--- config.mk ---
export PLATFORM = sky130hd
export DESIGN_NAME = elevator_scheduler
export DESIGN_NICKNAME = d
export VERILOG_FILES = /design/src/rtl/elevator_scheduler.sv
export SDC_FILE = /design/constraint.sdc
export NUM_CORES = 1
export LEC_CHECK = 0
export CAP_MARGIN = 20
export CORE_UTILIZATION = 40
export CTS_CLUSTER_SIZE = 8
export DETAILED_ROUTE_END_ITERATION = 8
export GPL_TIMING_DRIVEN = 1
export HOLD_SLACK_MARGIN = 0.08
export PLACE_DENSITY = 0.72
export SLEW_MARGIN = 20
export SYNTH_ARGS = -nofsm -noshare
export SYNTH_HDL_FRONTEND = slang
export SYNTH_SLANG_ARGS = --single-unit
--- constraint.sdc ---
create_clock -name clk -period 3.08 [get_ports clk]
set_clock_uncertainty 0.15 [all_clocks]
set_input_delay 0.616 -clock clk [delete_from_list [all_inputs] [get_ports clk]]
set_output_delay 0.616 -clock clk [all_outputs]
set_load 0.02 [all_outputs]
--- src/rtl/elevator_scheduler.sv ---
`default_nettype none
// ============================================================================
// Module   : elevator_scheduler
// Purpose  : Multi-request elevator car controller. Hall requests
//            (src, dest, dir) are stored in MAX_REQ slots and one car is
//            driven with a SCAN (collective) policy. Per-floor travel time
//            and door dwell are modelled internally.
// Revision : 1.0 - initial release
// ----------------------------------------------------------------------------
// Ports
//   clk        in   system clock, all logic on posedge
//   rst_n      in   synchronous active-low reset
//   req_valid  in   request present
//   req_src    in   pickup floor
//   req_dest   in   destination floor
//   req_dir    in   1 = up, 0 = down
//   req_ready  out  at least one slot is free
//   req_slot   out  lowest free slot index (valid while req_ready)
//   req_err    out  1-cycle pulse: last offered request was illegal
//   ev_floor   out  current car floor
//   ev_door    out  1 = door open
//   ev_dir     out  00 stopped, 01 moving up, 10 moving down
//   done_mask  out  1-cycle pulse per slot whose passenger alighted
//   busy       out  any slot in use or car not idle
// ============================================================================
module elevator_scheduler #(
    parameter int FLOORS      = 8,
    parameter int FLOOR_W     = 3,
    parameter int MAX_REQ     = 4,
    parameter int MOVE_CYCLES = 4,
    parameter int DOOR_CYCLES = 6,
    // Derived slot index width; leave at its default.
    parameter int SLOT_W      = (MAX_REQ > 1) ? $clog2(MAX_REQ) : 1
) (
    input  logic                 clk,
    input  logic                 rst_n,
    input  logic                 req_valid,
    input  logic [FLOOR_W-1:0]   req_src,
    input  logic [FLOOR_W-1:0]   req_dest,
    input  logic                 req_dir,
    output logic                 req_ready,
    output logic [SLOT_W-1:0]    req_slot,
    output logic                 req_err,
    output logic [FLOOR_W-1:0]   ev_floor,
    output logic                 ev_door,
    output logic [1:0]           ev_dir,
    output logic [MAX_REQ-1:0]   done_mask,
    output logic                 busy
);

    localparam int c_MOVE_W = $clog2(MOVE_CYCLES + 1);
    localparam int c_DOOR_W = $clog2(DOOR_CYCLES + 1);

    localparam logic [FLOOR_W:0]    c_FLOORS_EXT = (FLOOR_W+1)'(FLOORS);
    localparam logic [FLOOR_W-1:0]  c_TOP_FLOOR  = FLOOR_W'(FLOORS - 1);
    localparam logic [c_MOVE_W-1:0] c_MOVE_LAST  = c_MOVE_W'(MOVE_CYCLES - 1);
    localparam logic [c_DOOR_W-1:0] c_DOOR_LAST  = c_DOOR_W'(DOOR_CYCLES - 1);

    // Slot life cycle
    localparam logic [1:0] c_SLOT_FREE = 2'd0;
    localparam logic [1:0] c_SLOT_WAIT = 2'd1;
    localparam logic [1:0] c_SLOT_RIDE = 2'd2;

    // Car states
    localparam logic [1:0] c_ST_IDLE    = 2'd0;
    localparam logic [1:0] c_ST_MOVE_UP = 2'd1;
    localparam logic [1:0] c_ST_MOVE_DN = 2'd2;
    localparam logic [1:0] c_ST_DOOR    = 2'd3;

    logic [1:0]          r_state;
    logic [1:0]          w_state_nxt;
    logic                r_last_dir;
    logic                w_last_dir_nxt;

    logic [1:0]          r_slot_st [MAX_REQ];
    logic [FLOOR_W-1:0]  r_src     [MAX_REQ];
    logic [FLOOR_W-1:0]  r_dest    [MAX_REQ];

    logic [c_MOVE_W-1:0] r_move_cnt;
    logic [c_DOOR_W-1:0] r_door_cnt;
    logic [FLOOR_W-1:0]  r_ev_floor;
    logic                r_req_err;
    logic [MAX_REQ-1:0]  r_done_mask;

    logic [MAX_REQ-1:0]  w_free;
    logic [MAX_REQ-1:0]  w_board;
    logic [MAX_REQ-1:0]  w_alight;
    logic [SLOT_W-1:0]   w_req_slot;
    logic                w_legal;
    logic                w_accept;

    logic [FLOORS-1:0]   w_stop_at;
    logic [FLOOR_W-1:0]  w_floor_up1;
    logic [FLOOR_W-1:0]  w_floor_dn1;
    logic                w_stop_here;
    logic                w_stop_up1;
    logic                w_stop_dn1;
    logic                w_ahead_up;
    logic                w_ahead_dn;

    logic                w_at_top;
    logic                w_at_bot;
    logic                w_moving;
    logic                w_move_last;
    logic                w_step_up;
    logic                w_step_dn;
    logic                w_door_activity;

    // ------------------------------------------------------------------
    // Per-slot status. Boarding/alighting only happens with the door open
    // and is judged on the pre-edge slot state, so one slot never boards
    // and alights on the same edge.
    // ------------------------------------------------------------------
    for (genvar gi = 0; gi < MAX_REQ; gi++) begin : g_slot
        assign w_free[gi]   = (r_slot_st[gi] == c_SLOT_FREE);
        assign w_board[gi]  = (r_state == c_ST_DOOR) &&
                              (r_slot_st[gi] == c_SLOT_WAIT) &&
                              (r_src[gi] == r_ev_floor);
        assign w_alight[gi] = (r_state == c_ST_DOOR) &&
                              (r_slot_st[gi] == c_SLOT_RIDE) &&
                              (r_dest[gi] == r_ev_floor);
    end

    // Lowest free slot: descending scan so the smallest index wins.
    always_comb begin
        w_req_slot = '0;
        for (int i = MAX_REQ - 1; i >= 0; i--) begin
            if (w_free[i]) begin
                w_req_slot = SLOT_W'(i);
            end
        end
    end

    assign w_legal  = (req_src != req_dest) &&
                      ({1'b0, req_src}  < c_FLOORS_EXT) &&
                      ({1'b0, req_dest} < c_FLOORS_EXT) &&
                      ((req_dest > req_src) == req_dir);
    // req_ready comes from registered slot state, so a slot freed on this
    // edge is only offered from the next cycle on.
    assign w_accept = req_valid && (|w_free) && w_legal;

    // ------------------------------------------------------------------
    // Stop map: a floor is a stop if someone waits there or rides to it.
    // ------------------------------------------------------------------
    always_comb begin
        w_stop_at = '0;
        for (int f = 0; f < FLOORS; f++) begin
            for (int i = 0; i < MAX_REQ; i++) begin
                if (((r_slot_st[i] == c_SLOT_WAIT) && (r_src[i]  == FLOOR_W'(f))) ||
                    ((r_slot_st[i] == c_SLOT_RIDE) && (r_dest[i] == FLOOR_W'(f)))) begin
                    w_stop_at[f] = 1'b1;
                end
            end
        end
    end

    assign w_floor_up1 = r_ev_floor + FLOOR_W'(1);
    assign w_floor_dn1 = r_ev_floor - FLOOR_W'(1);

    always_comb begin
        w_stop_here = 1'b0;
        w_stop_up1  = 1'b0;
        w_stop_dn1  = 1'b0;
        w_ahead_up  = 1'b0;
        w_ahead_dn  = 1'b0;
        for (int f = 0; f < FLOORS; f++) begin
            if (w_stop_at[f]) begin
                if (FLOOR_W'(f) == r_ev_floor)  w_stop_here = 1'b1;
                if (FLOOR_W'(f) >  r_ev_floor)  w_ahead_up  = 1'b1;
                if (FLOOR_W'(f) <  r_ev_floor)  w_ahead_dn  = 1'b1;
                if (FLOOR_W'(f) == w_floor_up1) w_stop_up1  = 1'b1;
                if (FLOOR_W'(f) == w_floor_dn1) w_stop_dn1  = 1'b1;
            end
        end
    end

    // ------------------------------------------------------------------
    // Motion helpers. The end-floor guards keep the car inside the shaft
    // even if a move state were ever entered with nothing ahead.
    // ------------------------------------------------------------------
    assign w_at_top    = (r_ev_floor == c_TOP_FLOOR);
    assign w_at_bot    = (r_ev_floor == '0);
    assign w_moving    = ((r_state == c_ST_MOVE_UP) && !w_at_top) ||
                         ((r_state == c_ST_MOVE_DN) && !w_at_bot);
    assign w_move_last = (r_move_cnt == c_MOVE_LAST);
    assign w_step_up   = (r_state == c_ST_MOVE_UP) && !w_at_top && w_move_last;
    assign w_step_dn   = (r_state == c_ST_MOVE_DN) && !w_at_bot && w_move_last;

    // Anything happening at the open door restarts the dwell.
    assign w_door_activity = (|w_board) || (|w_alight) ||
                             (w_accept && (req_src == r_ev_floor));

    // ------------------------------------------------------------------
    // Car FSM: state register
    // ------------------------------------------------------------------
    always_ff @(posedge clk) begin
        if (!rst_n) begin
            r_state    <= c_ST_IDLE;
            r_last_dir <= 1'b1;
        end else begin
            r_state    <= w_state_nxt;
            r_last_dir <= w_last_dir_nxt;
        end
    end

    // ------------------------------------------------------------------
    // Car FSM: next state
    // ------------------------------------------------------------------
    always_comb begin
        w_state_nxt    = r_state;
        w_last_dir_nxt = r_last_dir;
        case (r_state)
            c_ST_IDLE: begin
                if (w_stop_here) begin
                    w_state_nxt = c_ST_DOOR;
                end else if (r_last_dir ? w_ahead_up : w_ahead_dn) begin
                    w_state_nxt = r_last_dir ? c_ST_MOVE_UP : c_ST_MOVE_DN;
                end else if (r_last_dir ? w_ahead_dn : w_ahead_up) begin
                    w_state_nxt    = r_last_dir ? c_ST_MOVE_DN : c_ST_MOVE_UP;
                    w_last_dir_nxt = !r_last_dir;
                end
            end
            c_ST_MOVE_UP: begin
                if (w_at_top) begin
                    w_state_nxt = c_ST_IDLE;
                end else if (w_move_last) begin
                    // Without a stop on the new floor, "ahead of old floor"
                    // equals "ahead of new floor".
                    if (w_stop_up1)      w_state_nxt = c_ST_DOOR;
                    else if (w_ahead_up) w_state_nxt = c_ST_MOVE_UP;
                    else                 w_state_nxt = c_ST_IDLE;
                end
            end
            c_ST_MOVE_DN: begin
                if (w_at_bot) begin
                    w_state_nxt = c_ST_IDLE;
                end else if (w_move_last) begin
                    if (w_stop_dn1)      w_state_nxt = c_ST_DOOR;
                    else if (w_ahead_dn) w_state_nxt = c_ST_MOVE_DN;
                    else                 w_state_nxt = c_ST_IDLE;
                end
            end
            c_ST_DOOR: begin
                if (!w_door_activity && (r_door_cnt == c_DOOR_LAST)) begin
                    w_state_nxt = c_ST_IDLE;
                end
            end
            default: w_state_nxt = c_ST_IDLE;
        endcase
    end

    // ------------------------------------------------------------------
    // Car FSM: outputs
    // ------------------------------------------------------------------
    always_comb begin
        ev_door = 1'b0;
        ev_dir  = 2'b00;
        case (r_state)
            c_ST_MOVE_UP: ev_dir  = 2'b01;
            c_ST_MOVE_DN: ev_dir  = 2'b10;
            c_ST_DOOR:    ev_door = 1'b1;
            default:      ev_dir  = 2'b00;
        endcase
    end

    // ------------------------------------------------------------------
    // Travel timer and floor position
    // ------------------------------------------------------------------
    always_ff @(posedge clk) begin
        if (!rst_n) begin
            r_move_cnt <= '0;
            r_ev_floor <= '0;
        end else begin
            if (w_moving) begin
                r_move_cnt <= w_move_last ? '0 : r_move_cnt + c_MOVE_W'(1);
            end else begin
                r_move_cnt <= '0;
            end
            if (w_step_up) begin
                r_ev_floor <= w_floor_up1;
            end else if (w_step_dn) begin
                r_ev_floor <= w_floor_dn1;
            end
        end
    end

    // ------------------------------------------------------------------
    // Door dwell timer: counts quiet cycles while the door is open.
    // ------------------------------------------------------------------
    always_ff @(posedge clk) begin
        if (!rst_n) begin
            r_door_cnt <= '0;
        end else if ((r_state != c_ST_DOOR) || w_door_activity ||
                     (r_door_cnt == c_DOOR_LAST)) begin
            r_door_cnt <= '0;
        end else begin
            r_door_cnt <= r_door_cnt + c_DOOR_W'(1);
        end
    end

    // ------------------------------------------------------------------
    // Request slots, completion pulses and error pulse
    // ------------------------------------------------------------------
    always_ff @(posedge clk) begin
        if (!rst_n) begin
            for (int i = 0; i < MAX_REQ; i++) begin
                r_slot_st[i] <= c_SLOT_FREE;
                r_src[i]     <= '0;
                r_dest[i]    <= '0;
            end
            r_done_mask <= '0;
            r_req_err   <= 1'b0;
        end else begin
            r_done_mask <= w_alight;
            r_req_err   <= req_valid && !w_legal;
            for (int i = 0; i < MAX_REQ; i++) begin
                if (w_accept && (w_req_slot == SLOT_W'(i))) begin
                    r_slot_st[i] <= c_SLOT_WAIT;
                    r_src[i]     <= req_src;
                    r_dest[i]    <= req_dest;
                end else if (w_board[i]) begin
                    r_slot_st[i] <= c_SLOT_RIDE;
                end else if (w_alight[i]) begin
                    r_slot_st[i] <= c_SLOT_FREE;
                end
            end
        end
    end

    assign req_ready = |w_free;
    assign req_slot  = w_req_slot;
    assign req_err   = r_req_err;
    assign ev_floor  = r_ev_floor;
    assign done_mask = r_done_mask;
    assign busy      = (~&w_free) || (r_state != c_ST_IDLE);

endmodule
`default_nettype wire

==> impl_results.md, run 1 <==
- Most common cell after layout, fill and taps aside: buf_4
- Post-synthesis async set-or-reset flop share: 0%
- YS warnings: 0
- DR iter-0 viols: 325
- CP Buf/Inv Count: 0
- Clock slew at reported path FFs: 0.09 ns
- CTS tree: yes
- PD cells: 425 nW/um^2
- Worst Tran Pin Value: 0.641 ns
- Period minus WS final: 2.98 ns
- First-pass GRT wire length: 17.9 mm
- Total stage count of the critical path: 9
- Layout cell share with drive strength beyond 1: 16.7%
- Max-cap check violation count: 0
- Yosys cell types: 70
- Clock Path Buffers: 2
- Die Footprint: 9770 sq um
- Reg2reg start: r_slot_st[3][0]$_SDFFCE_PP0P_
- Max IR drop VDD: 292 uV
- Slowest cell on the critical path: or4_4
- Slew Viols, Final: 0
- Crit path cell chain: nand3b_2 -> nor3b_1 -> or4_4 -> or2_4 -> o41ai_4 -> o221a_2 -> a311oi_2 -> nand2b_1 -> a21oi_2
- Top FF cell, synth: edfxtp_1
- Fin nets: 505
- R2R depth: 9
- DR vias/cell: 6.25
- RSZ-0062 raised after global routing: true
- Critical Path Max Stage Delay: 0.55 ns
- Worst setup EP type: flip-flop
- Starting Density: 42.2%
- Status: finished clean
- Reg-to-reg critical path endpoint: r_state[0]$_SDFFE_PN0P_
- Routed Antenna Nets: 0
- Min-delay worst type: flip-flop to flip-flop
- Max layer used: met4
- Antenna violations before repair: 0
- Clock sink count: 49
- Vias in the first global route: 3452
- Post-synth EDFFs: 32
- Cts bufs inserted: 5
- Final total power: 1.92 mW
- Die Wd: 98.8 um
- GRT Total Usage: 23.5%
- Req. time, crit path: 3.17 ns
- CP Launch Type: flip-flop
- Final hold viol count: 0
- Top cell family by delay on the critical path: simple AND/OR/NAND/NOR gates
- Crit-path max FO: 6
- Row count: 34
- # IOs: 25
- Avg Inst Size Synth: 8.97 sq um
- Cells after synthesis: 418
- Die height: 98.8 um
- Core area: 8890 sq um
- Pin count of the biggest net entering global routing: 19
- Number of setup violations in the final report: 0
- DR vias: 3676
- Worst relative slew slack: 57.2%
- Worst skew pair latency: 0.31 ns
- WL met3: 727 um
- Syn Std Cell Area: 3750 sq um
- Wl on met1: 5.08 mm
- Fraction of the cycle the final worst path needs: 96.8%
- Total grt overflow: 0
- Post-synthesis net count: 444
- Detailed Place HPWL: 8.58 mm
- Leak: 1.73 nW
- Met2 routed WL: 4.98 mm
- Fmax: 335 MHz
- Crit Path Category: flip-flop to flip-flop
- DR WL/cell: 19.2 um
- Remaining DRCs: 0
- Finished Layout Cells: 588
- Crit path DAT: 3.07 ns
- Most frequent cells in the layout: buf_4 (49), edfxtp_1 (32), nor2_1 (29)
- #FFs+latches synth: 49
- H-Tree Depth: 2
- Ant diodes: 0
- CP Capture Point: r_state[0]$_SDFFE_PN0P_
- Pre-Repair DR Iteration Count: 6
- Sequential-to-total area share from yosys stat: 34.7%
- Clk root buf: clkbuf_8
- R2R Setup Slk: 0.1 ns
- Placer's final routability congestion estimate: 0.888
- Area grow syn2layout: 20.5%
- Detailed Route WL: 11.3 mm
- Port bufs: 24
- CP Launch Point: r_slot_st[3][0]$_SDFFCE_PP0P_
- Post-Route Setup TNS: 0 ns
- Fillers: 800
- Hold buffers post-CTS: 0
- Inst Count DP: 572
- Fin util: 50.8%
## registers in the layout, summed over array words and instances (netlist names)
name	count
done_mask	4
ev_floor	3
r_door_cnt	3
r_last_dir	1
r_move_cnt	3
r_src	12
req_err	1
r_slot_st	8
r_state	2
r_dest	12
## metrics by stage
step	instance area [sq um]	hold WS (ns)	setup WS, ns
finish	4520	0.283	0.0986
global route	4520	0.309	-0.0260
CTS	4440	0.289	0.0588
detailed placement	4350	0.275	-0.158
global placement	4350	0.255	-0.0634
floorplan	3750	0.248	0.117
## where the power goes
group          switching (mW)  leakage (nW)  internal, mW
clock                   0.222        0.0445         0.161
combinational           0.405          1.21         0.312
sequential             0.0706         0.471         0.750
total                   0.698          1.73          1.22
## cell usage after synthesis, types with 3 or more instances
master,count,share of area (%)
xnor2_1,18,4.2
nand3_1,5,0.67
inv_1,21,2.1
nor2b_1,7,1.2
nor3b_1,8,1.6
clkbuf_1,10,1.0
xor2_1,12,2.8
nand2_1,27,2.7
o32ai_1,3,0.70
nand4b_1,5,1.2
buf_2,7,0.93
a31oi_1,4,0.67
a21oi_1,15,2.0
o32a_1,4,1.1
a2bb2oi_1,3,0.70
nor4b_1,5,1.2
a22oi_1,11,2.2
nor4_1,6,1.0
nor2_1,31,3.1
edfxtp_1,32,26
and2_1,20,3.3
nand2b_1,13,2.2
nor3_1,20,2.7
nand3b_1,7,1.4
o21ai_0,14,1.9
ha_1,16,5.3
a211oi_1,5,1.0
a21o_1,3,0.60
nand4_1,8,1.3
o22ai_1,9,1.5
dfxtp_1,17,9.1
## how the worst min path moves through the flow
stage          slack [ns]  cells past startpoint                      from                  endpoint
2_1_floorplan        0.25                      1  r_move_cnt[0]$_SDFF_PP0_  r_move_cnt[0]$_SDFF_PP0_
3_3_place_gp         0.26                      1  r_move_cnt[0]$_SDFF_PP0_  r_move_cnt[0]$_SDFF_PP0_
3_5_place_dp         0.28                      1  r_move_cnt[0]$_SDFF_PP0_  r_move_cnt[0]$_SDFF_PP0_
4_1_cts              0.29                      1  r_move_cnt[0]$_SDFF_PP0_  r_move_cnt[0]$_SDFF_PP0_
5_1_grt              0.31                      1  r_move_cnt[0]$_SDFF_PP0_  r_move_cnt[0]$_SDFF_PP0_
6_report             0.28                      1  r_move_cnt[0]$_SDFF_PP0_  r_move_cnt[0]$_SDFF_PP0_
## metal layers
layer  vias up  GRT usage, %
met5         -             0
met4         0          11.9
met3        40          3.12
met2       190          36.4
met1      1757          32.2
li1       1689             -
## layout make-up
type                       instances  area, sq um  share of cell area (%)
clock buffer                       5         68.8                    1.52
clock inverter                     3         21.3                   0.471
inverter                          21         78.8                    1.74
multi-input combinational        329         2300                    51.0
timing repair buffer              73          608                    13.5
tap                              108          135                    2.99
sequential                        49         1300                    28.8
## logic make-up (layout without fill, tap and decap cells)
kind of cell	count (synthesis)	in the layout	synth area share, %
AOI/OAI and AO/OA	100	100	20.0
xor gates and xnor gates	30	30	7.01
adders and majority gates	16	16	5.34
buffers and inverters	40	102	4.44
DFF	49	49	34.7
muxes	1	1	0.267
and+or+nand+nor	182	182	28.3
## what timing repair did
item | 4_1_cts | 5_1_grt
gates resized for setup | 0 | 6
setup buffers | 0 | 8
setup endpoints to repair | 0 | 7
Note: power is estimated with default switching activity, not from simulation.
==> inputs of run 2 (changes only) <==
--- a/config.mk
+++ b/config.mk
@@ -12,6 +12,7 @@
 export GPL_TIMING_DRIVEN = 1
 export HOLD_SLACK_MARGIN = 0.08
 export PLACE_DENSITY = 0.72
+export REMOVE_ABC_BUFFERS = 1
 export SLEW_MARGIN = 20
 export SYNTH_ARGS = -nofsm -noshare
 export SYNTH_HDL_FRONTEND = slang
==> run 2 against run 1 <==
Utilization shrank 0.90 points. Power shrank 1.9%. Wire length shrank 4.5%. Design area shrank 1.8%. Clock power is essentially flat.
==> impl_results.md, run 2 (synthesis results as in run 1) <==
- Worst relative slew slack: 56.9% (was 57.2%)
- Hold buffers post-CTS: 0 (unchanged)
- First-pass GRT wire length: 16.8 mm (was 17.9 mm)
- HP Start: r_move_cnt[0]$_SDFF_PP0_ (unchanged)
- Most frequent cells in the layout: buf_4 (37), edfxtp_1 (32), nor2_1 (29) (was buf_4 (49), edfxtp_1 (32), nor2_1 (29))
- Crit path DAT: 3.05 ns (was 3.07 ns)
- Number of setup violations in the final report: 0 (unchanged)
- CP Launch Type: flip-flop (unchanged)
- Vias in the first global route: 3405 (was 3452)
- Die Wd: 98.8 um (unchanged)
- Post-DP Area: 4300 sq um (was 4350 sq um)
- Max-cap check violation count: 0 (unchanged)
- Pre-Repair DR Iteration Count: 5 (was 6)
- Req. time, crit path: 3.12 ns (was 3.17 ns)
- Die Footprint: 9770 sq um (unchanged)
- Antenna violations before repair: 0 (unchanged)
- Hold path endpoint: r_move_cnt[0]$_SDFF_PP0_ (unchanged)
- Fmax: 332 MHz (was 335 MHz)
- Period minus WS final: 3.01 ns (was 2.98 ns)
- Max IR drop VDD: 248 uV (was 292 uV)
- Status: finished clean (unchanged)
- DR iter-0 viols: 245 (was 325)
- Ant diodes: 0 (unchanged)
- Reg-to-reg critical path endpoint: r_state[0]$_SDFFE_PN0P_ (unchanged)
- CP Buf/Inv Count: 0 (unchanged)
- Detailed Route WL: 10.8 mm (was 11.3 mm)
- Clock Path Buffers: 2 (unchanged)
- Worst Tran Pin Value: 0.642 ns (was 0.641 ns)
- Port bufs: 24 (unchanged)
- Remaining DRCs: 0 (unchanged)
- Top flop regs: r_dest x12, r_src x12, r_slot_st x8 (unchanged)
- Routed Antenna Nets: 0 (unchanged)
- Fillers: 832 (was 800)
- PnR worst setup slack: 0.0723 ns (was 0.0986 ns)
- Reg2reg start: r_slot_st[1][1]$_SDFFCE_PP0P_ (was r_slot_st[3][0]$_SDFFCE_PP0P_)
- Final instance area: 4440 sq um (was 4520 sq um)
- Fin nets: 493 (was 505)
- CTS tree: yes (unchanged)
- CP Launch Point: r_slot_st[1][1]$_SDFFCE_PP0P_ (was r_slot_st[3][0]$_SDFFCE_PP0P_)
- Min-delay worst type: flip-flop to flip-flop (unchanged)
- Min-Delay Path Depth: 1 (unchanged)
- Pin count of the biggest net entering global routing: 16 (was 19)
- PD cells: 425 nW/um^2 (about the same)
- Row count: 34 (unchanged)
- DR WL/cell: 18.7 um (was 19.2 um)
- R2R Setup Slk: 0.07 ns (was 0.1 ns)
- R2R depth: 9 (unchanged)
- Fraction of the cycle the final worst path needs: 97.7% (was 96.8%)
- Setup WS pre-CTS: -0.196 ns (was -0.158 ns)
- Crit-path max FO: 9 (was 6)
- Cts bufs inserted: 5 (unchanged)
- Most common cell after layout, fill and taps aside: buf_4 (unchanged)
- H-Tree Depth: 2 (unchanged)
- Inst Count DP: 566 (was 572)
- Slew Viols, Final: 0 (unchanged)
- Top cell family by delay on the critical path: compound AO/OA/AOI/OAI gates (was simple AND/OR/NAND/NOR gates)
- DR vias: 3579 (was 3676)
- Slowest cell on the critical path: a211oi_1 (was or4_4)
- Most used cell, CP: a211oi_1
- Storage element area: 1300 sq um (about the same)
- Starting Density: 42.2% (unchanged)
- Placer's final routability congestion estimate: 0.914 (was 0.888)
- Worst skew pair latency: 0.31 ns (about the same)
- Crit path cell chain: nand3b_1 -> o32ai_1 -> a211oi_1 -> nand2_1 -> a211oi_1 -> a2bb2oi_1 -> o22ai_1 -> o221ai_1 -> a21oi_2 (was nand3b_2 -> nor3b_1 -> or4_4 -> or2_4 -> o41ai_4 -> o221a_2 -> a311oi_2 -> nand2b_1 -> a21oi_2)
- Area grow syn2layout: 18.4% (was 20.5%)
- Critical Path Max Stage Delay: 0.57 ns (was 0.55 ns)
- Leak: 1.66 nW (was 1.73 nW)
- Finished Layout Cells: 576 (was 588)
- # IOs: 25 (unchanged)
- GRT Total Usage: 22.2% (was 23.5%)
- Hold_ws: 0.285 ns (was 0.283 ns)
- Layout cell share with drive strength beyond 1: 15.0% (was 16.7%)
- Clk root buf: clkbuf_8 (unchanged)
- Clock slew at reported path FFs: 0.10 ns (was 0.09 ns)
- DR vias/cell: 6.21 (was 6.25)
- Core area: 8890 sq um (unchanged)
- Final total power: 1.88 mW (was 1.92 mW)
- Detailed Place HPWL: 8.24 mm (was 8.58 mm)
- Die height: 98.8 um (unchanged)
- Total grt overflow: 0 (unchanged)
- Worst setup EP type: flip-flop (unchanged)
- Crit Path Category: flip-flop to flip-flop (unchanged)
- Clock sink count: 49 (unchanged)
- Final hold viol count: 0 (unchanged)
- Multi-input combinational cell area: 2320 sq um (was 2300 sq um)
==> run 2: cell type report <==
cell class / count / area share, %
Timing Repair Buffer: 61 / 11.7
Multi-Input combinational cell: 329 / 52.2
Tap cell: 108 / 3.04
Clock buffer: 6 / 1.64
Inverter: 21 / 1.78
Clock inverter: 2 / 0.338
Sequential cell: 49 / 29.3
==> run 2: worst max path at each step <==
stage,to,depth (start not counted)
6_report,r_state[0]$_SDFFE_PN0P_,9
5_1_grt,r_state[0]$_SDFFE_PN0P_,9
4_1_cts,r_dest[3][2]$_SDFFCE_PN0P_,10
3_5_place_dp,r_src[3][0]$_SDFFCE_PN0P_,10
3_3_place_gp,r_dest[3][1]$_SDFFCE_PN0P_,10
2_1_floorplan,r_slot_st[0][0]$_SDFFCE_PP0P_,9
==> run 2: routing by layer <==
metal	track usage, %	wire [um]
met1	27.6	4570
met2	38.2	5120
met3	3.48	727
met4	9.30	355
met5	0	0
==> run 2: metrics by stage <==
step | setup TNS, ns | util [%]
after floorplan | 0 | -
final | 0 | 49.9
after global routing | -0.000508 | 49.9
after detailed placement | -6.25 | 48.4
after global placement | -1.59 | 48.4
after CTS | 0 | 49.4
==> run 2: timing repair <==
item,4_1_cts,5_1_grt
endpoints found under the setup margin,0,18
gates resized for setup,0,10
buffers inserted,0,2
==> run 2: power by group <==
part / leakage, nW / switching (mW) / internal, mW / total (mW)
clock network: 0.0374 / 0.226 / 0.161 / 0.387
logic: 1.15 / 0.377 / 0.296 / 0.673
registers: 0.471 / 0.0756 / 0.750 / 0.825
==> inputs of run 3 (changes only) <==
--- a/config.mk
+++ b/config.mk
@@ -5,13 +5,15 @@
 export SDC_FILE = /design/constraint.sdc
 export NUM_CORES = 1
 export LEC_CHECK = 0
+export ABC_AREA = 1
 export CAP_MARGIN = 20
 export CORE_UTILIZATION = 40
 export CTS_CLUSTER_SIZE = 8
 export DETAILED_ROUTE_END_ITERATION = 8
+export DONT_BUFFER_PORTS = 1
 export GPL_TIMING_DRIVEN = 1
 export HOLD_SLACK_MARGIN = 0.08
-export PLACE_DENSITY = 0.72
+export PLACE_DENSITY = 0.66
 export REMOVE_ABC_BUFFERS = 1
 export SLEW_MARGIN = 20
 export SYNTH_ARGS = -nofsm -noshare
==> constraint.sdc (replaced) <==
create_clock -name clk -period 3.7 [get_ports clk]
set_clock_uncertainty 0.15 [all_clocks]
set_input_delay 0.74 -clock clk [delete_from_list [all_inputs] [get_ports clk]]
set_output_delay 0.74 -clock clk [all_outputs]
set_load 0.02 [all_outputs]
==> run 3 against run 2 <==
Critical path depth increased by 8. Register-to-register slack better by 1.1 ns. Non-clock buffer count down 58. Combinational power shrank 42%. Critical endpoint unchanged. Die area increased by 5.1%. Worst setup slack better by 1.1 ns. Final cell count up 32%. Global-route usage increased by 0.25 points. Critical path type unchanged. Clock power down 5.4%.
==> impl_results.md, run 3 <==
- Status: finished clean (unchanged)
- DR iter-0 viols: 162 (was 245)
- Worst skew pair latency: 0.32 ns (was 0.31 ns)
- Die height: 101 um (was 98.8 um)
- Vias in the first global route: 3667 (was 3405)
- PD cells: 339 nW/um^2 (was 425 nW/um^2)
- DR vias/cell: 4.90 (was 6.21)
- Commonest cells in the netlist: nand2_1 (195), nor2_1 (141), inv_1 (87) (was edfxtp_1 (32), nor2_1 (31), nand2_1 (27))
- Post-Route Setup TNS: 0 ns (unchanged)
- Pin count of the biggest net entering global routing: 19 (was 16)
- Main area contributors after synthesis: edfxtp_1 (24%), nand2_1 (19%), nor2_1 (13%) (was edfxtp_1 (26%), dfxtp_1 (9.1%), ha_1 (5.3%))
- Multi-input combinational cell area: 2240 sq um (was 2320 sq um)
- Port bufs: 0 (was 24)
- Final hold viol count: 0 (unchanged)
- Clock slew at reported path FFs: 0.11 ns (was 0.10 ns)
- Cells after synthesis: 627 (was 418)
- Most frequent cells in the layout: nand2_1 (195), nor2_1 (141), inv_1 (87) (was buf_4 (37), edfxtp_1 (32), nor2_1 (29))
- Starting Density: 41.9% (was 42.2%)
- DR WL/cell: 13.8 um (was 18.7 um)
- Post-synthesis async set-or-reset flop share: 0% (unchanged)
- Req. time, crit path: 3.79 ns (was 3.12 ns)
- Routed Antenna Nets: 0 (unchanged)
- Antenna violations before repair: 0 (unchanged)
- P_sw: 0.540 mW (was 0.678 mW)
- Clock sink count: 49 (unchanged)
- Switching fraction of total power: 38.0% (was 36.0%)
- YS warnings: 0 (unchanged)
- Final total power: 1.42 mW (was 1.88 mW)
- Reg2reg start: ev_floor[0]$_SDFFE_PN0P_ (was r_slot_st[1][1]$_SDFFCE_PP0P_)
- Crit Path Category: flip-flop to flip-flop (unchanged)
- Leak: 2.21 nW (was 1.66 nW)
- Die Wd: 101 um (was 98.8 um)
- First-pass GRT wire length: 17.6 mm (was 16.8 mm)
- Most common cell after layout, fill and taps aside: nand2_1 (was buf_4)
- Total grt overflow: 0 (unchanged)
- Clock share of power: 25.8% (was 20.5%)
- Remaining DRCs: 0 (unchanged)
- Fillers: 1000 (was 832)
- Fmax: 393 MHz (was 332 MHz)
- Share of the synthesized area in the top cell type: 24.4% (was 25.6%)
- Post-cts sizing count: 0 (unchanged)
- Fin nets: 655 (was 493)
- Row count: 35 (was 34)
- HP Start: r_move_cnt[0]$_SDFF_PP0_ (unchanged)
- Worst setup EP type: flip-flop (unchanged)
- Cts bufs inserted: 5 (unchanged)
- Finished Layout Cells: 759 (was 576)
- Slew Viols, Final: 0 (unchanged)
- Layout cell share with drive strength beyond 1: 7.78% (was 15.0%)
- Reg-to-reg critical path endpoint: r_state[0]$_SDFFE_PN0P_ (unchanged)
- Count leader, synth: nand2_1 (was edfxtp_1)
- Hold_ws: 0.284 ns (was 0.285 ns)
- Crit path DAT: 2.63 ns (was 3.05 ns)
- # IOs: 25 (unchanged)
- DR vias: 3721 (was 3579)
- Storage element area: 1300 sq um (about the same)
- Max-cap check violation count: 0 (unchanged)
- Placer's final routability congestion estimate: 0.920 (was 0.914)
- Crit-path max FO: 13 (was 9)
- Worst Tran Pin Value: 0.645 ns (was 0.642 ns)
- Avg Inst Size Synth: 6.29 sq um (was 8.97 sq um)
- RSZ-0062 raised after global routing: false
- Top FF cell, synth: edfxtp_1 (unchanged)
- Area grow syn2layout: 6.06% (was 18.4%)
- Post-synth EDFFs: 32 (unchanged)
- Clk root buf: clkbuf_8 (unchanged)
- Reg power frac: 46.8% (was 43.8%)
- Max IR drop VDD: 173 uV (was 248 uV)
- #FFs+latches synth: 49 (unchanged)
- Pre-Repair DR Iteration Count: 5 (unchanged)
- Ant diodes: 0 (unchanged)
- Number of setup violations in the final report: 0 (unchanged)
- H-Tree Depth: 2 (unchanged)
- Min-Delay Path Depth: 1 (unchanged)
- Fraction of the cycle the final worst path needs: 68.7% (was 97.7%)
- CP Launch Type: flip-flop (unchanged)
- Post-CTS Setup Bufs: 0 (unchanged)
- Detailed Route WL: 10.5 mm (was 10.8 mm)
- Core area: 9420 sq um (was 8890 sq um)
- Dominant cell type by area after synthesis: edfxtp_1 (unchanged)
- R2R depth: 17 (was 9)
- R2R Setup Slk: 1.16 ns (was 0.07 ns)
- GRT Total Usage: 22.4% (was 22.2%)
- Detailed Place HPWL: 8.43 mm (was 8.24 mm)
- Worst relative slew slack: 56.9% (about the same)
- Top flop regs: r_dest x12, r_src x12, r_slot_st x8 (unchanged)
- Period minus WS final: 2.54 ns (was 3.01 ns)
- Syn Std Cell Area: 3950 sq um (was 3750 sq um)
- CTS tree: yes (unchanged)
- Cell Int Power: 0.880 mW (was 1.21 mW)
- Sequential-to-total area share from yosys stat: 33.0% (was 34.7%)
- Hold path endpoint: r_move_cnt[0]$_SDFF_PP0_ (unchanged)
- Post-DP Area: 4090 sq um (was 4300 sq um)
- Final instance area: 4190 sq um (was 4440 sq um)
- Share of total power in combinational logic: 27.4% (was 35.7%)
- Min-delay worst type: flip-flop to flip-flop (unchanged)
- Clock Path Buffers: 2 (unchanged)
- Inst Count DP: 751 (was 566)
- Yosys cell types: 28 (was 70)
- Die Footprint: 10300 sq um (was 9770 sq um)
- Hold buffers post-CTS: 0 (unchanged)
==> run 3: changes by cell type after synthesis, moves of 10 or more <==
cell and change:
o21ai_0 -10, and2_1 -20, nand3_1 +17, nor2_2 +10
nand2b_1 -13, a22oi_1 -11, nand2_1 +168, nor2_1 +110
inv_1 +66, nand2_2 +13
==> run 3: metal layers <==
| layer | global-route usage [%] | vias to the layer above | share of wire [%] |
|---|---|---|---|
| li1 | - | 1928 | - |
| met1 | 28.4 | 1684 | 46 |
| met2 | 39.1 | 92 | 47 |
| met3 | 3.52 | 17 | 5.7 |
| met4 | 7.25 | 0 | 1.9 |
| met5 | 0 | - | 0 |
==> run 3: final cells by class <==
class                           instances  share of cell area (%)
Tap cell                              129                    3.86
Multi-Input combinational cell        474                    53.6
Clock buffer                            5                    1.64
Clock inverter                          3                   0.688
Timing Repair Buffer                    3                   0.538
Inverter                               96                    8.61
Sequential cell                        49                    31.1
==> run 3: how the worst max path moves through the flow <==
stage / from / endpoint / slack (ns) / cells past startpoint
after floorplan: req_src[2] / r_dest[3][0]$_SDFFCE_PN0P_ / 1.08 / 14
after global placement: req_src[2] / r_dest[3][0]$_SDFFCE_PN0P_ / 0.88 / 14
after detailed placement: req_src[1] / r_dest[3][0]$_SDFFCE_PN0P_ / 0.82 / 14
after CTS: ev_floor[0]$_SDFFE_PN0P_ / r_state[0]$_SDFFE_PN0P_ / 1.16 / 17
after global routing: ev_floor[0]$_SDFFE_PN0P_ / r_state[0]$_SDFFE_PN0P_ / 0.85 / 17
final: ev_floor[0]$_SDFFE_PN0P_ / r_state[0]$_SDFFE_PN0P_ / 1.16 / 17
==> run 3: power by group through the flow <==
stage          combinational (mW)  clock (mW)  sequential, mW
2_1_floorplan               0.304           0           0.666
3_3_place_gp                0.378           0           0.674
3_5_place_dp                0.385           0           0.676
4_1_cts                     0.387       0.375           0.664
5_1_grt                     0.444       0.393           0.672
6_report                    0.389       0.366           0.665
==> run 3: metrics by stage <==
step / setup slack [ns] / utilization, %
2_1_floorplan: 1.08 / -
3_3_place_gp: 0.877 / 43.4
3_5_place_dp: 0.820 / 43.4
4_1_cts: 1.16 / 44.5
5_1_grt: 0.851 / 44.5
6_report: 1.16 / 44.5
==> run 3: worst max-delay path: stages (launching register included) <==
cell and delay [ns]:
dfxtp_1 0.32, inv_1 0.41, ha_1 0.39, nand2_1 0.10, o21ai_0 0.11, inv_1 0.05
nand2_1 0.08, nand2_2 0.06, nor2_4 0.13, nand3_2 0.11, nand2_1 0.09, inv_2 0.04
nor2_2 0.09, nand2_1 0.09, nand2_2 0.08, nand2_1 0.05, nand2_1 0.06, nor2_1 0.04
==> run 3: kinds of logic after synthesis <==
group	Yosys count	share of synthesized area, %
and+or+nand+nor	416	44.2
adders and majority gates	16	5.07
xor gates and xnor gates	22	4.88
DFF	49	33.0
AOI/OAI and AO/OA	20	2.66
buffers and inverters	104	10.2
